==> src/rtl/request_queue_bank.sv <==
// Per-requester FIFO bank feeding a round-robin arbiter: request mirrors FIFO
// occupancy, and a legal one-hot grant pops that channel onto a registered output.
module request_queue_bank #(
  parameter int N_REQ  = 4,
  parameter int DATA_W = 8,
  parameter int DEPTH  = 4,
  parameter int SRC_W  = 2
) (
  input  logic                    clk,
  input  logic                    reset,
  input  logic [N_REQ-1:0]        push_valid,
  input  logic [N_REQ*DATA_W-1:0] push_data,
  output logic [N_REQ-1:0]        push_ready,
  output logic [N_REQ-1:0]        request,
  input  logic [N_REQ-1:0]        grant,
  output logic                    out_valid,
  output logic [DATA_W-1:0]       out_data,
  output logic [SRC_W-1:0]        out_src,
  output logic                    grant_err
);

  localparam int ADDR_W = $clog2(DEPTH);
  localparam int PTR_W  = ADDR_W + 1;

  logic [PTR_W-1:0]  wr_ptr [N_REQ];
  logic [PTR_W-1:0]  rd_ptr [N_REQ];
  logic [DATA_W-1:0] mem    [N_REQ][DEPTH];

  logic [N_REQ-1:0]  empty;
  logic [N_REQ-1:0]  full;
  logic [N_REQ-1:0]  push_fire;
  logic [N_REQ-1:0]  pop_fire;
  logic [SRC_W-1:0]  sel_idx;
  logic              grant_one_hot;
  logic              pop_legal;
  logic              grant_bad;
  logic [DATA_W-1:0] head_data;

  // Extra pointer MSB separates full (MSBs differ, index equal) from empty.
  always_comb begin
    for (int i = 0; i < N_REQ; i++) begin
      empty[i] = (wr_ptr[i] == rd_ptr[i]);
      full[i]  = (wr_ptr[i][PTR_W-1] != rd_ptr[i][PTR_W-1]) &&
                 (wr_ptr[i][ADDR_W-1:0] == rd_ptr[i][ADDR_W-1:0]);
    end
  end

  assign push_ready = ~full;
  assign request    = ~empty;
  assign push_fire  = push_valid & push_ready;

  // NOTE: every always_comb output gets a default first so no path leaves it
  // unassigned, which would otherwise infer a latch.
  always_comb begin
    sel_idx = '0;
    for (int i = 0; i < N_REQ; i++) begin
      if (grant[i]) sel_idx = SRC_W'(i);
    end
  end

  // A grant to an empty channel (including one being pushed this very cycle) is illegal.
  assign grant_one_hot = $onehot(grant);
  assign pop_legal     = grant_one_hot && request[sel_idx];
  assign grant_bad     = (grant != '0) && !pop_legal;
  assign pop_fire      = grant & {N_REQ{pop_legal}};
  assign head_data     = mem[sel_idx][rd_ptr[sel_idx][ADDR_W-1:0]];

  // NOTE: the storage array is deliberately not reset; empty pointers make its
  // contents unobservable, and leaving it out keeps it mappable to plain RAM.
  always_ff @(posedge clk) begin
    for (int i = 0; i < N_REQ; i++) begin
      if (!reset && push_fire[i]) begin
        mem[i][wr_ptr[i][ADDR_W-1:0]] <= push_data[i*DATA_W +: DATA_W];
      end
    end
  end

  // NOTE: sequential state uses non-blocking assignments so every flop samples
  // pre-edge values regardless of statement order.
  always_ff @(posedge clk) begin
    if (reset) begin
      for (int i = 0; i < N_REQ; i++) begin
        wr_ptr[i] <= '0;
        rd_ptr[i] <= '0;
      end
    end else begin
      for (int i = 0; i < N_REQ; i++) begin
        if (push_fire[i]) wr_ptr[i] <= wr_ptr[i] + PTR_W'(1);
        if (pop_fire[i])  rd_ptr[i] <= rd_ptr[i] + PTR_W'(1);
      end
    end
  end

  // out_data/out_src hold their last popped values when nothing pops.
  always_ff @(posedge clk) begin
    if (reset) begin
      out_valid <= 1'b0;
      out_data  <= '0;
      out_src   <= '0;
      grant_err <= 1'b0;
    end else begin
      out_valid <= pop_legal;
      grant_err <= grant_bad;
      if (pop_legal) begin
        out_data <= head_data;
        out_src  <= sel_idx;
      end
    end
  end

endmodule

==> config.mk <==
export PLATFORM = sky130hd
export DESIGN_NAME = request_queue_bank
export DESIGN_NICKNAME = d
export VERILOG_FILES = /design/src/rtl/request_queue_bank.sv
export SDC_FILE = /design/constraint.sdc
export NUM_CORES = 1
export LEC_CHECK = 0
export ABC_AREA = 1
export BUFFER_PORTS_ARGS = -buffer_cell sky130_fd_sc_hd__buf_2
export CAP_MARGIN = 15
export CORE_MARGIN = 2
export CORE_UTILIZATION = 40
export CTS_BUF_LIST = sky130_fd_sc_hd__clkbuf_2 sky130_fd_sc_hd__clkbuf_4 sky130_fd_sc_hd__clkbuf_8
export DETAILED_ROUTE_END_ITERATION = 16
export PLACE_DENSITY = 0.59
export SYNTH_ARGS = -nofsm -noshare
export SYNTH_HDL_FRONTEND = slang
export SYNTH_SLANG_ARGS = --single-unit
==> constraint.sdc <==
create_clock -name clk -period 3.45 [get_ports clk]
set_input_delay 0.345 -clock clk [delete_from_list [all_inputs] [get_ports clk]]
set_output_delay 0.345 -clock clk [all_outputs]
set_load 0.01 [all_outputs]
==> flow_metrics.env <==
export IMPL_cts_tree="yes"
export IMPL_holdCritPathClass="in -> reg"
export IMPL_grt_pass1_wl_um=26500
export IMPL_synth_top_cell_area_share_pct=60.3
export IMPL_fin_crit_sh_pct=67.7
export IMPL_clock_path_buffers=2
export IMPL_worst_pin_slew_ns=0.866
export IMPL_slew_headroom_pct=42.1
export IMPL_final_nets=845
export IMPL_avgViaCountPerCell=4.99
export IMPL_p_int_w=0.00312
export IMPL_numCtsBuffers=17
export IMPL_synth_distinct_cells=31
export IMPL_slew_viol_final=0
export IMPL_yosysSeqAreaShare_pct=63.5
export IMPL_rows=50
export IMPL_start_kind="input pin"
export IMPL_globalRouteOverflowTotal=0
export IMPL_power_switching_w=0.00118
export IMPL_fin_skew_ns=0.0134
export IMPL_die_area_sq_um=20000
export IMPL_die_w_um=142
export IMPL_synth_nets=784
export IMPL_p_leak_nw=3.42
export IMPL_synth_seq_cells=164
export IMPL_synth_warnings=0
export IMPL_power_density_nw_per_um2=508
export IMPL_num_vias=5119
export IMPL_p_sw_share_pct=27.5
export IMPL_gp_congestion=0.852
export IMPL_final_util_pct=45.4
export IMPL_postRouteAntennaNets=0
export IMPL_rsz0062_at_grt="false"
export IMPL_p_seq_share_pct=54.2
export IMPL_crit_fanout=16
export IMPL_cp_end_kind="register"
export IMPL_area_growth_pct=11.8
export IMPL_drive_gt1_share_pct=14.9
export IMPL_rrSetupSlack_ns=1.21
export IMPL_port_buffers=61
export IMPL_fin_area_sq_um=8460
export IMPL_cts_root_buf="clkbuf_8"
export IMPL_drc=0
export IMPL_critical_path_class="in -> reg"
export IMPL_h_tree_depth=4
export IMPL_tns_ns=0
export IMPL_status="complete, no violations"
export IMPL_cp_required_ns=3.57
export IMPL_cap_violations=0
export IMPL_dp_hpwl_um=12500
export IMPL_finalCriticalPeriod_ns=2.34
export IMPL_die_y_um=142
export IMPL_clkTransAtPathRegs_ns=0.09
export IMPL_ir_drop_mv=0.257
export IMPL_setup_violations=0
export IMPL_antennaDiodeCount=0
export IMPL_first_pass_iters=5
export IMPL_clkPwrFrac_pct=32.9
export IMPL_cts_hold_buffers=0
export IMPL_share_comb_of_total_power_pct=12.9
export IMPL_syn_area_sq_um=7570
export IMPL_wl_per_cell_um=16.6
export IMPL_fmax_ghz=0.428
export IMPL_grt_pass1_vias=4983
export IMPL_synth_avg_cell_area_sq_um=10.5
export IMPL_cts_setup_buffers=0
export IMPL_synth_area_top_cells="edfxtp_1 (60%), nand2_1 (6.2%), nor2_1 (6.0%)"
export IMPL_cp_arrival_ns=2.46
export IMPL_initial_core_util_pct=40.6
export IMPL_clock_sinks=164
export IMPL_wl_um=17100
export IMPL_yosys_area_top_type="edfxtp_1"
export IMPL_drtIter0Drc=435
export IMPL_synth_cells=718
export IMPL_mostFrequentLayoutCells="edfxtp_1 (152), nand2_1 (125), nor2_1 (120)"
export IMPL_core_area_sq_um=18600
export IMPL_place_area_sq_um=8060
export IMPL_final_common_cell="edfxtp_1"
export IMPL_globalRouteTotalUtil_pct=17.8
export IMPL_ios=62
export IMPL_place_inst=994
export IMPL_clock_latency_ns=0.47
export IMPL_antenna_found_initial=1
export IMPL_finalHoldViolCount=0
export IMPL_cts_resized=0
export IMPL_instances_no_fill=1026
export IMPL_grt_max_degree=39
-- flip-flops by register name, indices dropped and copies added, names as in the netlist --
name / cells
out_data: 8
grant_err: 1
out_src: 2
out_valid: 1
wr_ptr: 12
rd_ptr: 12
mem: 128
-- synthesized netlist by cell type --
cell,count
buf_2,7
nor2_4,2
xnor2_1,13
inv_1,77
fa_1,1
nand4_1,15
edfxtp_1,152
buf_1,2
o21ai_0,36
nor2_1,120
inv_2,4
nand2_2,2
nand2_4,4
dfxtp_1,12
nand3_2,1
nand3_1,67
o21ai_1,10
clkinv_1,2
inv_4,2
o21ai_2,1
buf_6,4
nand2_1,125
buf_8,1
nand2_8,1
ha_1,23
nand3_4,2
nand3b_1,9
a21oi_2,1
buf_4,2
a21oi_1,11
clkbuf_1,9
-- power by group through the flow --
stage          Sequential (W)  Combinational [W]  Clock, W
2_1_floorplan         0.00237           0.000373         0
6_report              0.00233           0.000553   0.00141
4_1_cts               0.00233           0.000555   0.00144
5_1_grt               0.00234           0.000629   0.00153
3_3_place_gp          0.00238           0.000548         0
3_5_place_dp          0.00238           0.000553         0
-- final timing paths --
check,from,to,cells after the start
max,grant[0],rd_ptr[2][1],11
min,push_data[25],mem[3][9],1
max reg2reg,wr_ptr[0][8],mem[2][5],5
min reg2reg,out_src[0],out_src[0],2
-- worst max-delay path, stage by stage --
cell,delay (ns)
buf_2,0.09
inv_1,0.07
fa_1,0.53
inv_1,0.04
ha_1,0.17
ha_1,0.27
nor2_1,0.10
nand2_1,0.08
inv_1,0.10
nand3_4,0.23
o21ai_0,0.44
-- logic make-up after synthesis --
family / after synthesis / share of synthesized area, %
adder cells (fa/ha/maj): 24 / 4.07
buffers and inverters: 110 / 6.28
AND/OR/NAND/NOR: 348 / 20.6
XOR/XNOR: 13 / 1.50
flip-flops: 164 / 63.5
AO/OA/AOI/OAI: 59 / 4.00
-- per-stage QoR --
step	power, W	hold WS (ns)	setup WS (ns)
4_1_cts	0.00433	0.0685	1.13
5_1_grt	0.00450	0.0631	0.963
3_3_place_gp	0.00292	0.459	0.664
3_5_place_dp	0.00293	0.463	0.630
2_1_floorplan	0.00274	0.444	0.729
6_report	0.00430	0.0920	1.11
-- final cells by class --
type | count | area [sq um]
Clock inverter | 15 | 166
Clock buffer | 17 | 234
Inverter | 85 | 324
Tap cell | 234 | 293
Timing Repair Buffer | 67 | 350
Multi-Input combinational cell | 444 | 2290
Sequential cell | 164 | 4800
Fill cell | 1760 | 10200
-- per-layer routing --
layer  global-route usage (%)  share of wire (%)
met1                     23.2                 44
met2                     29.2                 49
met3                     4.15                5.4
met4                     6.26                2.1
met5                        0                  0
Power figures use the tool's default switching activity.
